### src/rtl/mvb_merge_lanes_if.sv
// MVB bus bundle: data, per-item valid and the source/destination ready pair.
// RDY_WIDTH lets one definition cover both the per-lane RX side (one ready
// pair per lane) and the single-word TX side (one ready pair for the word).
interface mvb_merge_lanes_if #(
    parameter int ITEMS      = 4,
    parameter int ITEM_WIDTH = 8,
    parameter int RDY_WIDTH  = 1
) ();

    logic [ITEMS*ITEM_WIDTH-1:0] data;
    logic [ITEMS-1:0]            vld;
    logic [RDY_WIDTH-1:0]        src_rdy;
    logic [RDY_WIDTH-1:0]        dst_rdy;

    // Producer side of the bus.
    modport master (
        output data,
        output vld,
        output src_rdy,
        input  dst_rdy
    );

    // Consumer side of the bus.
    modport slave (
        input  data,
        input  vld,
        input  src_rdy,
        output dst_rdy
    );

endinterface : mvb_merge_lanes_if

### src/rtl/mvb_merge_lanes.sv
// mvb_merge_lanes: gathers ITEMS single-item MVB lanes into one ITEMS-wide
// MVB word. Lane i always lands in output slot i. Every lane owns a 2-entry
// FIFO so that its ready can be registered, and the output word is a
// register fed only from buffered state, so no combinational path runs
// from TX_DST_RDY to any RX_DST_RDY.
module mvb_merge_lanes #(
    parameter int ITEMS      = 4,
    parameter int ITEM_WIDTH = 8,
    parameter int WAIT_ALL   = 0
) (
    input  logic                 CLK,
    input  logic                 RESET,
    mvb_merge_lanes_if.slave     RX,
    mvb_merge_lanes_if.master    TX
);

    typedef logic [ITEM_WIDTH-1:0] item_t;

    // Lane FIFO storage: ent0 is always the head, ent1 the second entry.
    item_t              ent0_q [ITEMS];
    item_t              ent0_d [ITEMS];
    item_t              ent1_q [ITEMS];
    item_t              ent1_d [ITEMS];
    logic [1:0]         occ_q  [ITEMS];
    logic [1:0]         occ_d  [ITEMS];
    logic [ITEMS-1:0]   rx_rdy_q;
    logic [ITEMS-1:0]   rx_rdy_d;

    // Output word register.
    logic [ITEMS*ITEM_WIDTH-1:0] tx_data_q;
    logic [ITEMS*ITEM_WIDTH-1:0] tx_data_d;
    logic [ITEMS-1:0]            tx_vld_q;
    logic [ITEMS-1:0]            tx_vld_d;
    logic                        tx_src_rdy_q;
    logic                        tx_src_rdy_d;

    // Per-cycle control.
    logic [ITEMS-1:0]   push_s;
    logic [ITEMS-1:0]   pop_s;
    logic [ITEMS-1:0]   avail_s;
    logic               load_s;
    logic               emit_s;

    // Decode lane pushes and which lanes hold a buffered item this cycle.
    always_comb begin
        push_s  = '0;
        avail_s = '0;
        for (int i = 0; i < ITEMS; i++) begin
            // A handshake with vld low is consumed but never stored.
            push_s[i]  = RX.src_rdy[i] & rx_rdy_q[i] & RX.vld[i];
            // Only registered occupancy counts: an item arriving this cycle
            // cannot reach TX before the next edge.
            avail_s[i] = (occ_q[i] != 2'd0);
        end
    end

    // Decide whether the output register loads, what it loads, and which lanes pop.
    always_comb begin
        tx_data_d    = tx_data_q;
        tx_vld_d     = tx_vld_q;
        tx_src_rdy_d = tx_src_rdy_q;
        pop_s        = '0;

        // The register may take a new word when it is empty or being drained.
        load_s = ~tx_src_rdy_q | TX.dst_rdy[0];

        if (WAIT_ALL != 0) begin
            emit_s = &avail_s;
        end else begin
            emit_s = |avail_s;
        end

        if (load_s) begin
            if (emit_s) begin
                // In lockstep mode emit_s implies avail_s is all ones, so the
                // same assignments give TX_VLD=all ones and pop every lane.
                tx_src_rdy_d = 1'b1;
                tx_vld_d     = avail_s;
                pop_s        = avail_s;
                for (int i = 0; i < ITEMS; i++) begin
                    if (avail_s[i]) begin
                        tx_data_d[i*ITEM_WIDTH +: ITEM_WIDTH] = ent0_q[i];
                    end else begin
                        tx_data_d[i*ITEM_WIDTH +: ITEM_WIDTH] = tx_data_q[i*ITEM_WIDTH +: ITEM_WIDTH];
                    end
                end
            end else begin
                // Nothing to send: drop the word so TX_VLD is never all-zero
                // while TX_SRC_RDY is high.
                tx_src_rdy_d = 1'b0;
                tx_vld_d     = '0;
            end
        end else begin
            // Downstream stalled on a presented word: hold it untouched.
            tx_src_rdy_d = tx_src_rdy_q;
            tx_vld_d     = tx_vld_q;
        end
    end

    // Update each lane FIFO from its push/pop pair and register its ready.
    always_comb begin
        for (int i = 0; i < ITEMS; i++) begin
            ent0_d[i] = ent0_q[i];
            ent1_d[i] = ent1_q[i];
            occ_d[i]  = occ_q[i];

            case ({push_s[i], pop_s[i]})
                2'b10: begin
                    // Push only: fill the first free entry.
                    if (occ_q[i] == 2'd0) begin
                        ent0_d[i] = RX.data[i*ITEM_WIDTH +: ITEM_WIDTH];
                    end else begin
                        ent1_d[i] = RX.data[i*ITEM_WIDTH +: ITEM_WIDTH];
                    end
                    occ_d[i] = occ_q[i] + 2'd1;
                end
                2'b01: begin
                    // Pop only: advance the second entry to the head.
                    ent0_d[i] = ent1_q[i];
                    occ_d[i]  = occ_q[i] - 2'd1;
                end
                2'b11: begin
                    // Push and pop together: occupancy unchanged, FIFO order kept.
                    if (occ_q[i] == 2'd1) begin
                        ent0_d[i] = RX.data[i*ITEM_WIDTH +: ITEM_WIDTH];
                    end else begin
                        ent0_d[i] = ent1_q[i];
                        ent1_d[i] = RX.data[i*ITEM_WIDTH +: ITEM_WIDTH];
                    end
                    occ_d[i] = occ_q[i];
                end
                default: begin
                    occ_d[i] = occ_q[i];
                end
            endcase

            // Ready is registered, so it reflects room after this cycle's update.
            rx_rdy_d[i] = (occ_d[i] < 2'd2);
        end
    end

    // State registers with synchronous reset; buffered and output items are discarded.
    always_ff @(posedge CLK) begin
        if (RESET) begin
            for (int i = 0; i < ITEMS; i++) begin
                ent0_q[i] <= '0;
                ent1_q[i] <= '0;
                occ_q[i]  <= 2'd0;
            end
            rx_rdy_q     <= '0;
            tx_data_q    <= '0;
            tx_vld_q     <= '0;
            tx_src_rdy_q <= 1'b0;
        end else begin
            for (int i = 0; i < ITEMS; i++) begin
                ent0_q[i] <= ent0_d[i];
                ent1_q[i] <= ent1_d[i];
                occ_q[i]  <= occ_d[i];
            end
            rx_rdy_q     <= rx_rdy_d;
            tx_data_q    <= tx_data_d;
            tx_vld_q     <= tx_vld_d;
            tx_src_rdy_q <= tx_src_rdy_d;
        end
    end

    assign RX.dst_rdy    = rx_rdy_q;
    assign TX.data       = tx_data_q;
    assign TX.vld        = tx_vld_q;
    assign TX.src_rdy[0] = tx_src_rdy_q;

    mvb_merge_lanes_chk #(
        .ITEMS      (ITEMS),
        .ITEM_WIDTH (ITEM_WIDTH),
        .WAIT_ALL   (WAIT_ALL)
    ) u_chk (
        .clk        (CLK),
        .rst        (RESET),
        .tx_data    (tx_data_q),
        .tx_vld     (tx_vld_q),
        .tx_src_rdy (tx_src_rdy_q),
        .tx_dst_rdy (TX.dst_rdy[0])
    );

endmodule : mvb_merge_lanes

// Output-side protocol properties of the merged stream.
module mvb_merge_lanes_chk #(
    parameter int ITEMS      = 4,
    parameter int ITEM_WIDTH = 8,
    parameter int WAIT_ALL   = 0
) (
    input logic                        clk,
    input logic                        rst,
    input logic [ITEMS*ITEM_WIDTH-1:0] tx_data,
    input logic [ITEMS-1:0]            tx_vld,
    input logic                        tx_src_rdy,
    input logic                        tx_dst_rdy
);

    // A presented word always carries at least one item.
    a_vld_nonzero : assert property (@(posedge clk) disable iff (rst)
        tx_src_rdy |-> (tx_vld != '0));

    // A stalled word stays exactly as it was until it is taken.
    a_hold_stable : assert property (@(posedge clk) disable iff (rst)
        (tx_src_rdy && !tx_dst_rdy) |=> (tx_src_rdy && $stable(tx_vld) && $stable(tx_data)));

    // In lockstep mode every presented word is full.
    a_lockstep_full : assert property (@(posedge clk) disable iff (rst)
        ((WAIT_ALL != 0) && tx_src_rdy) |-> (tx_vld == {ITEMS{1'b1}}));

endmodule : mvb_merge_lanes_chk

### src/flat_wrapper.sv
// flat-port wrapper written by rule: the top's interface ports become plain ports
module mvb_merge_lanes_flat 
#(
    parameter int ITEMS      = 4,
    parameter int ITEM_WIDTH = 8,
    parameter int WAIT_ALL   = 0
)
  (CLK, RESET, RX_data, RX_vld, RX_src_rdy, RX_dst_rdy, TX_data, TX_vld, TX_src_rdy, TX_dst_rdy);
  mvb_merge_lanes_if #(.ITEMS(ITEMS), .ITEM_WIDTH(ITEM_WIDTH), .RDY_WIDTH((4))) RX_i ();
  mvb_merge_lanes_if #(.ITEMS(ITEMS), .ITEM_WIDTH(ITEM_WIDTH), .RDY_WIDTH(1)) TX_i ();
  input  logic CLK;
  input  logic RESET;
  input wire logic [$bits(RX_i.data)-1:0] RX_data;
  input wire logic [$bits(RX_i.vld)-1:0] RX_vld;
  input wire logic [$bits(RX_i.src_rdy)-1:0] RX_src_rdy;
  output wire logic [$bits(RX_i.dst_rdy)-1:0] RX_dst_rdy;
  output wire logic [$bits(TX_i.data)-1:0] TX_data;
  output wire logic [$bits(TX_i.vld)-1:0] TX_vld;
  output wire logic [$bits(TX_i.src_rdy)-1:0] TX_src_rdy;
  input wire logic [$bits(TX_i.dst_rdy)-1:0] TX_dst_rdy;
  assign RX_i.data = RX_data;
  assign RX_i.vld = RX_vld;
  assign RX_i.src_rdy = RX_src_rdy;
  assign RX_dst_rdy = RX_i.dst_rdy;
  assign TX_data = TX_i.data;
  assign TX_vld = TX_i.vld;
  assign TX_src_rdy = TX_i.src_rdy;
  assign TX_i.dst_rdy = TX_dst_rdy;
  mvb_merge_lanes #(.ITEMS(ITEMS), .ITEM_WIDTH(ITEM_WIDTH), .WAIT_ALL(WAIT_ALL)) u_core (.CLK(CLK), .RESET(RESET), .RX(RX_i), .TX(TX_i));
endmodule
### config.mk
export PLATFORM = sky130hd
export DESIGN_NAME = mvb_merge_lanes_flat
export DESIGN_NICKNAME = d
export VERILOG_FILES = /design/src/rtl/mvb_merge_lanes_if.sv /design/src/rtl/mvb_merge_lanes.sv /design/src/flat_wrapper.sv
export SDC_FILE = /design/constraint.sdc
export NUM_CORES = 1
export LEC_CHECK = 0
export CAP_MARGIN = 20
export CORE_MARGIN = 2
export CORE_UTILIZATION = 48
export DETAILED_ROUTE_END_ITERATION = 16
export GPL_TIMING_DRIVEN = 0
export PLACE_DENSITY_LB_ADDON = 0.15
export SKIP_CTS_REPAIR_TIMING = 1
export SKIP_LAST_GASP = 1
export SLEW_MARGIN = 10
export SYNTH_ARGS = -nofsm -noshare
export SYNTH_HDL_FRONTEND = slang
export SYNTH_SLANG_ARGS = --single-unit
### constraint.sdc
create_clock -name CLK -period 2.42 [get_ports CLK]
set_clock_uncertainty 0.1 [all_clocks]
set_input_delay 0.242 -clock CLK [delete_from_list [all_inputs] [get_ports CLK]]
set_output_delay 0.242 -clock CLK [all_outputs]
set_load 0.005 [all_outputs]
## After elaboration in Yosys (flattened, before gate mapping)

Memory sizes are Yosys's and may differ from the RTL's.
Cells that the tools add are included.

- Flip-flop bits (word level): 41
- RAM bits: 72
- Input port bits: 43
- Memories kept: 3

- $add $sub $neg: 8
- $lt $le $gt $ge: 4
- Equal/unequal tests: 16
- Mux-type cells: 46
- Bitwise gates (word level): 22
- Reduce and logical (&&, ||, !) cells: 13

Memory list:

| name | words | bits a word | read ports | clocked after memory_dff | wr ports | RTL line | RTL |
|---|---|---|---|---|---|---|---|
| u_core.ent0_q | 4 | 8 | 4 | 0 | 4 | mvb_merge_lanes.sv:20 | `item_t ent0_q [ITEMS];` |
| u_core.ent1_q | 4 | 8 | 4 | 0 | 4 | mvb_merge_lanes.sv:22 | `item_t ent1_q [ITEMS];` |
| u_core.occ_q | 4 | 2 | 4 | 0 | 4 | mvb_merge_lanes.sv:24 | `logic [1:0] occ_q [ITEMS];` |

Operators by type and width:

| operator | count |
|---|---|
| $mux W8 | 24 |
| $pmux W8 S3 | 4 |
| $pmux W8 S2 | 4 |
| $eq A2 B1 Y1 const B | 8 |
| $eq A2 B2 Y1 const B | 8 |
| $pmux W2 S2 | 4 |
| $or A1 B1 Y1 | 13 |
| $reduce_and A3 Y1 | 4 |
| $add A2 B1 Y2 const B | 4 |
| $and A1 B1 Y1 | 8 |
| $logic_not A2 Y1 | 4 |
| $lt A2 B2 Y1 const B | 4 |
| $mux W2 | 4 |
| $mux W4 | 2 |
| $reduce_bool A2 Y1 | 4 |
| $sub A2 B1 Y2 const B | 4 |
| $mux W1 | 4 |
| $reduce_or A4 Y1 | 1 |
| $not A1 Y1 | 1 |

## Logic depth before layout (Yosys ltp)

- Depth in word-level cells: 7
- Gate-level depth with buffers: 12

## Worst setup path before layout

OpenSTA, ideal clock, no wires.

- Path kind: reg2reg
- Start: memory u_core.occ_q[3][0] (netlist: u_core.occ_q[0][6])
- End: memory u_core.ent1_q[3][7] (netlist name)
- Arrival time: 2.341 ns
- Required time: 2.192 ns
- Slack: -0.148 ns
- Cell stages (with the launch flop): 10
- Clock period less this slack: 2.568 ns
- Cells stage by stage: dfxtp_1 > inv_1 > ha_1 > nor2_2 > inv_2 > buf_2 > ha_1 > a211oi_4 > mux2i_1 > nor2_1

RTL lines:

| item | RTL line |
|---|---|
| start: declaration | mvb_merge_lanes.sv:24 |
| end: declaration | mvb_merge_lanes.sv:22 |

==> summary.md <==
| Metric | Value |
|---|---|
| Cell area after synthesis | `0.005075 mm2` |
| Pwr Density | `836.6 mW/mm2` |
| Initial Utilization | `0.4938` |
| TritonRoute pass-1 iters | `5` |
| Die X | `106.8 um` |
| Register area share after synthesis | `0.4458` |
| Seq pwr share | `0.366` |
| DP HPWL | `8707 um` |
| Num ports | `84` |
| DP Worst Slack | `-0.5894 ns` |
| Yosys cell types | `27` |
| Headroom to the max-slew limit | `0.5319` |
| Async S/R FF share, synth | `0` |
| IO Port Bufs | `82` |
| Total Power | `5821 uW` |
| Die H | `106.8 um` |
| Tcrit/Tclk final | `0.9684` |
| Leakage power | `0.002646 uW` |
| Area of the multi-input gates | `0.002721 mm2` |
| CP max FO | `10` |
| Num CTS Buffers | `17` |
| Syn Area/Cell | `8.501 um2` |
| Final slew viol count | `0` |
| Root buffer cell | `clkbuf_8` |
| WL final | `13140 um` |
| Critical path class | `flop to flop` |
| Core Footprint | `0.01028 mm2` |
| Vias in the first global route | `4405` |
| Crit start category | `flop` |
| Die ar. | `0.01141 mm2` |
| Routed vias/inst | `5.336` |
| Fraction of layout cells with a size suffix above 1 | `0.1286` |
| Worst slew pin tran | `0.7022 ns` |
| Syn Nets | `669` |
| Rows | `37` |
| Yosys warning total | `0` |
| Clock period minus worst slack | `2.344 ns` |
| Fillers | `861` |
| Antenna diode count | `0` |
| Worst-skew pair later-pin latency | `0.50 ns` |
| Flop and latch count out of synthesis | `113` |
| Hold Crit Class | `primary input to flop` |
| Final GP Congestion | `0.8407` |
| Net Sw Frac | `0.2854` |
| Share of total power in the clock network | `0.413` |
| Final nets | `783` |
| Run status | `finished clean` |
| Hold Path Stages | `3` |
| Hold Slack | `0.2083 ns` |
| Post-synth EDFFs | `0` |
| Initial antenna violation count | `0` |
| CP required | `2.69 ns` |
| Pin count of the biggest net entering global routing | `17` |
| CTS clk-pin slew, worst paths | `0.05 ns` |
| Top_reg_cell synth | `dfxtp_1` |
| Gr ovfl total | `0` |
| CTS tree | `built` |
| Area grow syn2layout | `37.11%` |
| Fin. Hold Viols | `0` |
| Combinational share of power | `0.220` |
| H-tree level count | `4` |
| Cells on worst reg2reg path | `12` |
| Int Power | `4160 uW` |
| Drt wl/cell | `15.30 um` |
| DRC viols | `0` |
| Final Util | `0.6770` |
| Total negative slack | `0 ns` |
| Critical Path End Type | `flop` |
| Clk sinks | `113` |
| # setup viols final | `0` |
| Register area | `0.002263 mm2` |
| Max-Cap Viols | `0` |
| Gate Count Post-Synth | `597` |
| Drt initial violations | `166` |
| GRT Total Usage | `0.2294` |
| Max Fclk | `426.7 MHz` |
| P_sw | `1662 uW` |
| Final setup margin | `0.07648 ns` |
| CTS max path bufs | `2` |
| CP arrival | `2.62 ns` |
| Maximum VDD drop | `0.5549 mV` |
| First-pass GRT wire length | `20710 um` |
| Antenna violation net count after detailed routing | `0` |
| Via count | `4584` |
[cell usage in the layout, fill, tap and decap left out, types with 7 or more instances in the layout]
| master | instances |
|---|---|
| nand2_1 | 127 |
| dfxtp_1 | 112 |
| nor2_1 | 84 |
| clkdlybuf4s50_1 | 82 |
| a21oi_1 | 75 |
| mux2i_1 | 37 |
| a311oi_1 | 27 |
| ha_1 | 21 |
| inv_1 | 19 |
| clkbuf_16 | 16 |
| clkbuf_1 | 15 |
| buf_4 | 14 |
| o21ai_0 | 11 |
| a211oi_4 | 7 |
[worst max-delay path: stages (launching register included)]
cell and delay, ns:
dfxtp_2 0.33, nor2b_1 0.12, buf_4 0.17, buf_12 0.15
or2_4 0.24, buf_8 0.14, inv_4 0.07, ha_4 0.15
nand2b_1 0.12, a22o_1 0.18, buf_6 0.17, mux2i_1 0.21
nor2_1 0.06
[registers in the layout, indices dropped and copies added (netlist names), named ones only]
| register | count |
|---|---|
| u_core.RX.dst_rdy | 4 |
| u_core.occ_q | 4 |
| u_core.TX.vld | 4 |
| u_core.ent1_q | 32 |
| u_core.ent0_q | 32 |
| u_core.TX.src_rdy | 1 |
| u_core.TX.data | 32 |
[cell usage after synthesis, drive strengths merged, types with 4 or more instances]
| cell type | n | area [um2] |
|---|---|---|
| dfxtp | 113 | 2262 |
| nand3 | 4 | 20.02 |
| o21ai | 11 | 55.05 |
| and2 | 4 | 32.54 |
| nor2b | 5 | 31.28 |
| a21oi | 79 | 395.4 |
| inv | 24 | 90.08 |
| nand2 | 127 | 476.7 |
| a311oi | 32 | 280.3 |
| a21o | 4 | 30.03 |
| mux2i | 37 | 370.4 |
| nor2 | 87 | 334.1 |
| a211oi | 7 | 140.1 |
| clkbuf | 15 | 56.30 |
| buf | 11 | 81.32 |
| ha | 29 | 362.9 |
[final timing paths]
kind | endpoint | startpoint | slack (ns)
max reg2reg | u_core.ent1_q[2][1] | u_core.TX.src_rdy | 0.08
max | u_core.ent1_q[2][1] | u_core.TX.src_rdy | 0.08
min reg2reg | u_core.TX.data[5] | u_core.ent0_q[0][5] | 0.35
min | flop | RESET | 0.21
[cell families (layout without fill, tap and decap cells)]
logic type / Yosys count / count (layout) / share of synthesized area
compound gates: 134 / 134 / 0.1792
flops: 113 / 113 / 0.4458
buf+inv: 50 / 176 / 0.04487
simple gates: 234 / 234 / 0.1857
mux: 37 / 37 / 0.07298
fa+ha+maj: 29 / 29 / 0.07150
[stage by stage]
| step | cells | instance area [um2] |
|---|---|---|
| global placement | 815 | 6081 |
| detailed placement | 815 | 6081 |
| CTS | 846 | 6659 |
| finish | 859 | 6958 |
| floorplan | 597 | 5090 |
| global route | 859 | 6958 |
[layout make-up]
type                       instances  area share
clock buffer                      21     0.06743
sequential                       113      0.3253
timing repair buffer              99      0.1410
tap                              136     0.02446
multi-input combinational        434      0.3911
buffer                            22     0.02068
clock inverter                    10     0.01564
inverter                          24     0.01439
[power groups by stage]
stage	clock, uW	combinational, uW	sequential [uW]
after floorplan	0	726	2140
after global placement	0	1030	2160
after detailed placement	0	1060	2160
after CTS	2420	1070	2130
after global routing	2510	1400	2150
final	2410	1280	2130
[layer usage]
metal | up-vias | GRT usage | share of wire
li1 | 2259 | - | -
met4 | 0 | 0.07050 | 0.010
met2 | 139 | 0.3967 | 0.50
met3 | 13 | 0.04802 | 0.054
met1 | 2173 | 0.2869 | 0.43
met5 | - | 0 | 0
No activity file was read; power rests on OpenSTA's default activity.
